### config.mk
export PLATFORM = sky130hd
export DESIGN_NAME = load_store_unit_flat
export DESIGN_NICKNAME = d
export VERILOG_FILES = /design/src/rtl/load_store_unit_if.sv /design/src/rtl/load_store_unit.sv /design/src/flat_wrapper.sv
export SDC_FILE = /design/constraint.sdc
export NUM_CORES = 1
export LEC_CHECK = 0
export ABC_AREA = 1
export CAP_MARGIN = 30
export CORE_MARGIN = 5
export CORE_UTILIZATION = 35
export DETAILED_ROUTE_END_ITERATION = 6
export PLACE_DENSITY = 0.69
export SLEW_MARGIN = 10
export SYNTH_ARGS = -nofsm -noshare
export SYNTH_HDL_FRONTEND = slang
export SYNTH_SLANG_ARGS = --single-unit
### constraint.sdc
create_clock -name CLK -period 4.5 [get_ports CLK]
set_input_delay 0.675 -clock CLK [delete_from_list [all_inputs] [get_ports CLK]]
set_output_delay 0.675 -clock CLK [all_outputs]
set_load 0.01 [all_outputs]
### src/rtl/load_store_unit_if.sv
// rtl/load_store_unit_if.sv - execute, data-memory and writeback signals of the load/store unit
interface load_store_unit_if;
  logic        in_valid;
  logic        in_ready;
  logic        in_store;
  logic [2:0]  in_funct3;
  logic [31:0] in_addr;
  logic [31:0] in_wdata;
  logic        mem_req;
  logic        mem_we;
  logic [31:0] mem_addr;
  logic [3:0]  mem_be;
  logic [31:0] mem_wdata;
  logic        mem_gnt;
  logic        mem_rvalid;
  logic [31:0] mem_rdata;
  logic        out_valid;
  logic [31:0] out_data;
  logic        out_fault;

  // Unit-side view: drives the memory port, the ready and the writeback result.
  modport master (
    input  in_valid, in_store, in_funct3, in_addr, in_wdata,
    input  mem_gnt, mem_rvalid, mem_rdata,
    output in_ready, mem_req, mem_we, mem_addr, mem_be, mem_wdata,
    output out_valid, out_data, out_fault
  );

  // Environment view: execute stage, data memory and writeback.
  modport slave (
    output in_valid, in_store, in_funct3, in_addr, in_wdata,
    output mem_gnt, mem_rvalid, mem_rdata,
    input  in_ready, mem_req, mem_we, mem_addr, mem_be, mem_wdata,
    input  out_valid, out_data, out_fault
  );
endinterface

### src/rtl/load_store_unit.sv
// rtl/load_store_unit.sv - single-outstanding load/store stage with lane steering and load extension
module load_store_unit (
  input  logic              CLK,
  input  logic              RST_X,
  load_store_unit_if.master bus
);

  typedef enum logic [1:0] {S_IDLE, S_REQ, S_WAIT, S_RESP} state_t;

  state_t      state_q, state_d;
  logic        op_store_q, op_store_d;
  logic [2:0]  op_funct3_q, op_funct3_d;
  logic [1:0]  op_off_q, op_off_d;

  logic        mem_req_q, mem_req_d;
  logic        mem_we_q, mem_we_d;
  logic [31:0] mem_addr_q, mem_addr_d;
  logic [3:0]  mem_be_q, mem_be_d;
  logic [31:0] mem_wdata_q, mem_wdata_d;
  logic        out_valid_q, out_valid_d;
  logic [31:0] out_data_q, out_data_d;
  logic        out_fault_q, out_fault_d;

  logic        accept;
  logic        in_fault;
  logic [3:0]  st_be;
  logic [31:0] st_wdata;
  logic [31:0] ld_shifted;
  logic [31:0] ld_value;

  assign bus.in_ready  = (state_q == S_IDLE);
  assign accept        = bus.in_valid && (state_q == S_IDLE);
  assign bus.mem_req   = mem_req_q;
  assign bus.mem_we    = mem_we_q;
  assign bus.mem_addr  = mem_addr_q;
  assign bus.mem_be    = mem_be_q;
  assign bus.mem_wdata = mem_wdata_q;
  assign bus.out_valid = out_valid_q;
  assign bus.out_data  = out_data_q;
  assign bus.out_fault = out_fault_q;

  // Illegal width codes and misaligned halfword/word addresses fault before any memory access.
  always_comb begin
    in_fault = 1'b0;
    if (bus.in_store) begin
      if (bus.in_funct3 > 3'b010) in_fault = 1'b1;
    end else begin
      if (bus.in_funct3 == 3'b011 || bus.in_funct3 == 3'b110 || bus.in_funct3 == 3'b111)
        in_fault = 1'b1;
    end
    if (bus.in_funct3[1:0] == 2'b01 && bus.in_addr[0]) in_fault = 1'b1;
    if (bus.in_funct3[1:0] == 2'b10 && bus.in_addr[1:0] != 2'b00) in_fault = 1'b1;
  end

  // Store data is replicated across lanes so the enables alone pick the bytes; loads read the whole word.
  always_comb begin
    st_be    = 4'b1111;
    st_wdata = bus.in_wdata;
    if (bus.in_store) begin
      case (bus.in_funct3[1:0])
        2'b00: begin
          st_be    = 4'b0001 << bus.in_addr[1:0];
          st_wdata = {4{bus.in_wdata[7:0]}};
        end
        2'b01: begin
          st_be    = 4'b0011 << bus.in_addr[1:0];
          st_wdata = {2{bus.in_wdata[15:0]}};
        end
        default: begin
          st_be    = 4'b1111;
          st_wdata = bus.in_wdata;
        end
      endcase
    end else begin
      st_wdata = 32'd0;
    end
  end

  // Move the addressed lane to bit 0 and extend it according to the captured width code.
  always_comb begin
    ld_shifted = bus.mem_rdata >> {op_off_q, 3'b000};
    case (op_funct3_q)
      3'b000:  ld_value = {{24{ld_shifted[7]}}, ld_shifted[7:0]};
      3'b001:  ld_value = {{16{ld_shifted[15]}}, ld_shifted[15:0]};
      3'b010:  ld_value = bus.mem_rdata;
      3'b100:  ld_value = {24'd0, ld_shifted[7:0]};
      3'b101:  ld_value = {16'd0, ld_shifted[15:0]};
      default: ld_value = 32'd0;
    endcase
  end

  // Next state plus next values of every registered output; outputs default to 0 each cycle.
  always_comb begin
    state_d     = state_q;
    op_store_d  = op_store_q;
    op_funct3_d = op_funct3_q;
    op_off_d    = op_off_q;
    mem_req_d   = 1'b0;
    mem_we_d    = 1'b0;
    mem_addr_d  = 32'd0;
    mem_be_d    = 4'd0;
    mem_wdata_d = 32'd0;
    out_valid_d = 1'b0;
    out_data_d  = 32'd0;
    out_fault_d = 1'b0;
    case (state_q)
      S_IDLE: begin
        if (accept) begin
          op_store_d  = bus.in_store;
          op_funct3_d = bus.in_funct3;
          op_off_d    = bus.in_addr[1:0];
          if (in_fault) begin
            state_d     = S_RESP;
            out_valid_d = 1'b1;
            out_fault_d = 1'b1;
          end else begin
            state_d     = S_REQ;
            mem_req_d   = 1'b1;
            mem_we_d    = bus.in_store;
            mem_addr_d  = {bus.in_addr[31:2], 2'b00};
            mem_be_d    = st_be;
            mem_wdata_d = st_wdata;
          end
        end
      end
      S_REQ: begin
        if (bus.mem_gnt) begin
          if (op_store_q) begin
            state_d     = S_RESP;
            out_valid_d = 1'b1;
          end else begin
            state_d = S_WAIT;
          end
        end else begin
          mem_req_d   = 1'b1;
          mem_we_d    = mem_we_q;
          mem_addr_d  = mem_addr_q;
          mem_be_d    = mem_be_q;
          mem_wdata_d = mem_wdata_q;
        end
      end
      S_WAIT: begin
        if (bus.mem_rvalid) begin
          state_d     = S_RESP;
          out_valid_d = 1'b1;
          out_data_d  = ld_value;
        end
      end
      S_RESP: begin
        state_d = S_IDLE;
      end
      default: begin
        state_d = S_IDLE;
      end
    endcase
  end

  // State, captured operation and registered outputs.
  always_ff @(posedge CLK or negedge RST_X) begin
    if (!RST_X) begin
      state_q     <= S_IDLE;
      op_store_q  <= 1'b0;
      op_funct3_q <= 3'd0;
      op_off_q    <= 2'd0;
      mem_req_q   <= 1'b0;
      mem_we_q    <= 1'b0;
      mem_addr_q  <= 32'd0;
      mem_be_q    <= 4'd0;
      mem_wdata_q <= 32'd0;
      out_valid_q <= 1'b0;
      out_data_q  <= 32'd0;
      out_fault_q <= 1'b0;
    end else begin
      state_q     <= state_d;
      op_store_q  <= op_store_d;
      op_funct3_q <= op_funct3_d;
      op_off_q    <= op_off_d;
      mem_req_q   <= mem_req_d;
      mem_we_q    <= mem_we_d;
      mem_addr_q  <= mem_addr_d;
      mem_be_q    <= mem_be_d;
      mem_wdata_q <= mem_wdata_d;
      out_valid_q <= out_valid_d;
      out_data_q  <= out_data_d;
      out_fault_q <= out_fault_d;
    end
  end

endmodule
### src/flat_wrapper.sv
// flat-port wrapper written by rule: the top's interface ports become plain ports
module load_store_unit_flat 
  (CLK, RST_X, bus_in_valid, bus_in_store, bus_in_funct3, bus_in_addr, bus_in_wdata, bus_mem_gnt, bus_mem_rvalid, bus_mem_rdata, bus_in_ready, bus_mem_req, bus_mem_we, bus_mem_addr, bus_mem_be, bus_mem_wdata, bus_out_valid, bus_out_data, bus_out_fault);
  load_store_unit_if bus_i ();
  input  logic CLK;
  input  logic RST_X;
  input wire logic [$bits(bus_i.in_valid)-1:0] bus_in_valid;
  input wire logic [$bits(bus_i.in_store)-1:0] bus_in_store;
  input wire logic [$bits(bus_i.in_funct3)-1:0] bus_in_funct3;
  input wire logic [$bits(bus_i.in_addr)-1:0] bus_in_addr;
  input wire logic [$bits(bus_i.in_wdata)-1:0] bus_in_wdata;
  input wire logic [$bits(bus_i.mem_gnt)-1:0] bus_mem_gnt;
  input wire logic [$bits(bus_i.mem_rvalid)-1:0] bus_mem_rvalid;
  input wire logic [$bits(bus_i.mem_rdata)-1:0] bus_mem_rdata;
  output wire logic [$bits(bus_i.in_ready)-1:0] bus_in_ready;
  output wire logic [$bits(bus_i.mem_req)-1:0] bus_mem_req;
  output wire logic [$bits(bus_i.mem_we)-1:0] bus_mem_we;
  output wire logic [$bits(bus_i.mem_addr)-1:0] bus_mem_addr;
  output wire logic [$bits(bus_i.mem_be)-1:0] bus_mem_be;
  output wire logic [$bits(bus_i.mem_wdata)-1:0] bus_mem_wdata;
  output wire logic [$bits(bus_i.out_valid)-1:0] bus_out_valid;
  output wire logic [$bits(bus_i.out_data)-1:0] bus_out_data;
  output wire logic [$bits(bus_i.out_fault)-1:0] bus_out_fault;
  assign bus_i.in_valid = bus_in_valid;
  assign bus_i.in_store = bus_in_store;
  assign bus_i.in_funct3 = bus_in_funct3;
  assign bus_i.in_addr = bus_in_addr;
  assign bus_i.in_wdata = bus_in_wdata;
  assign bus_i.mem_gnt = bus_mem_gnt;
  assign bus_i.mem_rvalid = bus_mem_rvalid;
  assign bus_i.mem_rdata = bus_mem_rdata;
  assign bus_in_ready = bus_i.in_ready;
  assign bus_mem_req = bus_i.mem_req;
  assign bus_mem_we = bus_i.mem_we;
  assign bus_mem_addr = bus_i.mem_addr;
  assign bus_mem_be = bus_i.mem_be;
  assign bus_mem_wdata = bus_i.mem_wdata;
  assign bus_out_valid = bus_i.out_valid;
  assign bus_out_data = bus_i.out_data;
  assign bus_out_fault = bus_i.out_fault;
  load_store_unit u_core (.CLK(CLK), .RST_X(RST_X), .bus(bus_i));
endmodule
==> impl_metrics.csv, run 1 <==
group,metric,value,unit
clock_tree,cts_hold_buf,0,
place,routabilityCongestion,0.860,
yosys,yosysTopAreaCell,"dfrtp_1",
global_route,grt_pass1_vias,4742,
drt,dr.pass1.iters,5,
drt,vias,5045,
clock_tree,cts.path.max_buffers,2,
power_and_ir_drop,finalPower,3380,uW
place,place_area,7630,um2
setup_path,cp-start-kind,"flop",
yosys,syn_inst,704,
clock_tree,cts_max_level,3,
place,dp_hpwl,12.5,mm
yosys,ys_ff_latch,110,
floorplan,die_x,135,um
setup_path,cp_top_family,"simple AND/OR/NAND/NOR gates",
timing,drv_slew,0,
setup_path,r2r-start,"u_core.state_q[0]",
timing,fmax,0.330,GHz
timing,relSlewSlack,0.404,
drt,wl_per_cell,15.2,um
drt,wl,16.8,mm
clock_tree,cts_resized,0,
floorplan,io_pins,210,
finish,nFillCells,1464,
setup_path,cp.required,4.76,ns
timing,fin_skew,0.00939,ns
drt,drtAntennaViolNets,0,
clock_tree,clk_pin_slew,0.08,ns
timing,fin_crit,3.03,ns
clock_tree,post_cts_buffers,0,
setup_path,worstSetupEndpointType,"flop",
setup_path,path_class,"reg2reg",
finish,drive_gt1_frac,0.0547,
finish,final_design_area_no_fill,7940,um2
global_route,overflow,0,
yosys,synth_seq_area_share,0.503,
setup_path,worstPathCellList,"inv_1 -> ha_1 -> nand2_1 -> nor3_1 -> nand3_2 -> o21ai_0",
global_route,antenna_found_initial,0,
finish,area_growth,45.1,%
finish,fin_cells,1106,
global_route,track_usage,0.180,
setup_path,slowest_stage,"ha_1",
clock_tree,cts_tree,"built",
finish,n_antenna_cell,0,
yosys,synth.area.top_cells,"dfrtp_1, nand2_1, nor2_1",
power_and_ir_drop,p_clk_frac,0.243,
yosys,netlist.area_leader.share,0.503,
drt,routed.top_layer,"met4",
outcome,outcome,"finished clean",
drt,wl_met2,7.84,mm
setup_path,crit_start,"u_core.state_q[0]",
run,max-cap-violations,0,
yosys,synth_edf_count,0,
yosys,ys_warn_count,0,
timing,tightest_slew,0.893,ns
power_and_ir_drop,peakVddDrop,0.000308,V
power_and_ir_drop,combinationalPowerShare,0.403,
global_route,grt_pass1_wl,26.2,mm
timing,rsz0062_at_grt,"false",
drt,wl_met1,7.70,mm
drt,via_per_inst,4.56,
floorplan,fp.dieH,135,um
power_and_ir_drop,p_per_area,425,nW/um2
setup_path,cp_max_fo,33,
finish,fin_util,0.520,
setup_path,critPathArrivalTime,3.29,ns
yosys,ys_types,31,
finish,nets,1000,
floorplan,core_region_area,15300,um2
floorplan,rows,45,
finish,mostFrequentLayoutCell,"nand2_1",
floorplan,start_util,0.359,
floorplan,die-area,18200,um2
power_and_ir_drop,switchingPower,1290,uW
drt,drcViolationCount,0,
power_and_ir_drop,p_sw_frac,0.382,
worst_hold_path,min_path_type,"in2async",
clock_tree,cts-root-buf,"clkbuf_16",
timing,fin_crit_sh,0.674,
power_and_ir_drop,power.leakage,0.00375,uW
yosys,synthArstFlopShare,1.00,
global_route,grt_max_degree,68,
clock_tree,insertion_delay,0.35,ns
yosys,post_synth.cell_area_avg,7.77,um2
drt,drtIter0Drc,297,
place,post-place-cells,1090,
setup_path,critPathBufInv,1,
timing,tns,0,ns
yosys,syn-cell-area,5470,um2
yosys,synth-main-ff-cell,"dfrtp_1",
clock_tree,cts_buffers,9,
drt,dr_wl_met3,923,um
finish,layout_common_cells,"nand2_1, clkdlybuf4s50_1, dfrtp_1",
timing,hold_viol_final,0,
power_and_ir_drop,pwr-share-seq,0.355,
timing,report.final.setup_viol,0,
power_and_ir_drop,p_int,2090,uW
clock_tree,cts.sinks,110,
place,port_buffers,207,
setup_path,critPathMaxStageDelay,0.66,ns
==> flip-flops by register name, indices dropped and copies added (netlist names) <==
| signal | flops |
|---|---|
| u_core.bus.mem_be | 4 |
| u_core.bus.mem_addr | 30 |
| u_core.bus.mem_we | 1 |
| u_core.bus.out_valid | 1 |
| u_core.op_funct3_q | 3 |
| u_core.bus.mem_req | 1 |
| u_core.bus.out_data | 32 |
| u_core.op_off_q | 2 |
| u_core.state_q | 2 |
| u_core.bus.out_fault | 1 |
| u_core.op_store_q | 1 |
| u_core.bus.mem_wdata | 32 |
==> cell usage after synthesis, types with 2 or more instances <==
master      n
o21ai_1    50
nor2_2      3
o21ai_2     9
nand2_4     2
o211ai_1   14
a21oi_1    23
nand3_1    15
inv_1      74
ha_1        5
nand3_2     2
buf_6       6
buf_2      13
o21ai_0    35
dfrtp_1   110
buf_4       7
nor2_1     81
clkbuf_1   12
inv_2       4
o21a_1      2
nand2_1   226
==> worst register-to-register path: cells and delay by family, from the launching register on <==
kind                     cells  cell delay, ns
buffers and inverters        1            0.15
AND/OR/NAND/NOR              3            1.35
flip-flops                   1            0.40
AO/OA/AOI/OAI                1            0.39
adder cells (fa/ha/maj)      1            0.66
==> through the flow <==
stage,hold WS [ns],setup WS [ns]
floorplan,0.379,2.83
global placement,0.465,1.62
detailed placement,0.467,1.55
CTS,0.269,1.55
global route,0.295,1.19
finish,0.266,1.47
==> power groups by stage <==
stage	registers, uW	clock network [uW]	logic [uW]
5_1_grt	1210	885	1520
6_report	1200	820	1360
3_3_place_gp	1210	0	1340
3_5_place_dp	1210	0	1360
2_1_floorplan	1230	0	857
4_1_cts	1200	847	1360
==> cell families (layout without fill, tap and decap cells) <==
logic type / count (synthesis) / in the layout / share of synthesized area
compound gates: 136 / 136 / 0.141
fa+ha+maj: 5 / 5 / 0.0114
buf+inv: 119 / 309 / 0.0992
flops: 110 / 110 / 0.503
other cells: 1 / 2 / 0.000685
simple gates: 333 / 333 / 0.245
==> area by class of cell <==
cell class / instances / area, um2 / area share
Clock buffer: 9 / 225 / 0.0284
Clock inverter: 7 / 85.1 / 0.0107
Inverter: 81 / 313 / 0.0394
Multi-Input combinational cell: 476 / 2190 / 0.275
Sequential cell: 110 / 2750 / 0.347
Tap cell: 211 / 264 / 0.0332
Timing Repair Buffer: 212 / 2110 / 0.266
==> path summary, 6_finish.rpt <==
path                                                  to  slack (ns)  cells past startpoint
worst max-delay path             u_core.bus.mem_wdata[0]        1.47                      6
worst min-delay path            u_core.bus.mem_wdata[12]        0.27                      1
worst max register to register   u_core.bus.mem_wdata[0]        1.47                      6
worst min register to register   u_core.bus.mem_addr[16]        0.48                      2
max in group asynchronous              u_core.bus.mem_we        3.37                      2
min in group CLK                 u_core.bus.mem_addr[16]        0.48                      2
==> metal layers <==
metal,up-vias,GRT usage
met5,-,0
met4,0,0.0582
met3,18,0.0332
met2,150,0.274
met1,2304,0.260
li1,2573,-
Note: power is estimated with default switching activity, not from simulation.
==> run 2, diff against run 1 <==
==> constraint.sdc (replaced) <==
create_clock -name CLK -period 2.8 [get_ports CLK]
set_input_delay 0.42 -clock CLK [delete_from_list [all_inputs] [get_ports CLK]]
set_output_delay 0.42 -clock CLK [all_outputs]
set_load 0.01 [all_outputs]
==> impl_metrics.csv, run 2 (synthesis gave the netlist of run 1 again) <==
group,metric,value,unit
place,port_buffers,207,
timing,rsz0062_at_grt,"false",
setup_path,cp.required,2.38,ns
drt,vias,5059,
finish,area_growth,44.5,%
global_route,antenna_found_initial,0,
drt,routed.top_layer,"met4",
timing,fin_crit_sh,0.839,
global_route,overflow,0,
global_route,grt_pass1_vias,4762,
finish,nFillCells,1459,
drt,drcViolationCount,0,
finish,n_antenna_cell,0,
power_and_ir_drop,combinationalPowerShare,0.407,
setup_path,rrSetupSlack,0.50,ns
timing,fmax,0.425,GHz
setup_path,path_class,"reg2out",
run,max-cap-violations,0,
timing,fin_crit,2.35,ns
floorplan,rows,45,
power_and_ir_drop,switchingPower,2030,uW
power_and_ir_drop,p_per_area,668,nW/um2
finish,nets,1001,
clock_tree,cts.path.max_buffers,2,
power_and_ir_drop,power.leakage,0.00373,uW
outcome,outcome,"finished clean",
setup_path,worstSetupEndpointType,"output pin",
place,post-place-cells,1091,
timing,drv_slew,0,
clock_tree,cts_tree,"built",
floorplan,start_util,0.359,
power_and_ir_drop,p_clk_frac,0.225,
setup_path,cp-start-kind,"flop",
setup_path,critPathArrivalTime,1.93,ns
drt,dr_wl_met3,1.17,mm
power_and_ir_drop,p_sw_frac,0.384,
clock_tree,clk_pin_slew,0.07,ns
clock_tree,cts_resized,0,
global_route,grt_max_degree,71,
global_route,grt_pass1_wl,25.8,mm
drt,drtAntennaViolNets,0,
floorplan,die-area,18200,um2
timing,hold_ws,0.0527,ns
timing,tns,0,ns
finish,mostFrequentLayoutCell,"nand2_1",
drt,via_per_inst,4.57,
timing,tightest_slew,0.907,ns
place,dp_hpwl,12.1,mm
timing,fin_skew,0.00750,ns
clock_tree,insertion_delay,0.35,ns
floorplan,fp.dieH,135,um
drt,wl,16.5,mm
timing,report.final.setup_viol,0,
power_and_ir_drop,p_int,3250,uW
floorplan,die_x,135,um
setup_path,cp_max_fo,18,
clock_tree,cts.sinks,110,
clock_tree,cts-root-buf,"clkbuf_16",
drt,dr.pass1.iters,6,
drt,drtIter0Drc,309,
finish,seq_area,2750,um2
clock_tree,post_cts_buffers,0,
floorplan,io_pins,210,
drt,wl_per_cell,14.9,um
place,routabilityCongestion,0.890,
finish,fin_cells,1106,
clock_tree,cts_buffers,9,
timing,hold_viol_final,0,
power_and_ir_drop,pwr-share-seq,0.368,
finish,multiInputGateArea,2190,um2
finish,layout_common_cells,"nand2_1, clkdlybuf4s50_1, dfrtp_1",
worst_hold_path,min_path_type,"in2async",
finish,drive_gt1_frac,0.0536,
clock_tree,cts_hold_buf,0,
drt,wl_met1,7.34,mm
drt,wl_met2,7.54,mm
clock_tree,cts_max_level,3,
power_and_ir_drop,peakVddDrop,0.000548,V
timing,relSlewSlack,0.394,
floorplan,core_region_area,15300,um2
global_route,track_usage,0.178,
run 2: path summary, 6_finish.rpt:
| kind | start | endpoint | depth (start not counted) |
|---|---|---|---|
| max reg2reg | u_core.state_q[0] | u_core.bus.mem_wdata[0] | 6 |
| min in group CLK | u_core.bus.mem_addr[13] | u_core.bus.mem_addr[13] | 2 |
| min reg2reg | u_core.bus.mem_addr[13] | u_core.bus.mem_addr[13] | 2 |
| min | RST_X | u_core.bus.out_data[4] | 1 |
| max in group asynchronous | RST_X | u_core.bus.mem_addr[14] | 2 |
| max | u_core.state_q[0] | bus_in_ready | 4 |
run 2: through the flow:
stage | util | setup slack [ns] | area (um2) | power (uW)
2_1_floorplan | - | 1.13 | 5480 | 3350
3_3_place_gp | 0.501 | 0.295 | 7640 | 4100
3_5_place_dp | 0.501 | 0.290 | 7640 | 4110
4_1_cts | 0.518 | 0.438 | 7910 | 5310
5_1_grt | 0.518 | 0.226 | 7910 | 5660
6_report | 0.518 | 0.450 | 7910 | 5280
run 2: per-layer routing:
metal  track usage  vias to the layer above
li1              -                     2562
met1         0.254                     2266
met2         0.267                      208
met3        0.0339                       23
met4        0.0733                        0
met5             0                        -
run 2: power by group through the flow:
stage                     Combinational, uW  Sequential, uW  Clock (uW)
after detailed placement               2140            1970           0
after global placement                 2130            1970           0
after floorplan                        1380            1980           0
after global routing                   2410            1970        1280
final                                  2150            1940        1190
after CTS                              2150            1940        1220
run 2: layout make-up:
cell class,instances,area share
inverters,81,0.0396
clock buffers,10,0.0290
repair buffers,213,0.269
well taps,211,0.0334
clock inverters,5,0.00459
flip-flops and latches,110,0.348
multi-input cells,476,0.276
run 2: worst max-delay path, stage by stage, from the launching register on:
cell	delay [ns]
dfrtp_1	0.41
inv_1	0.15
ha_1	0.21
buf_4	0.25
clkdlybuf4s50_1	0.58
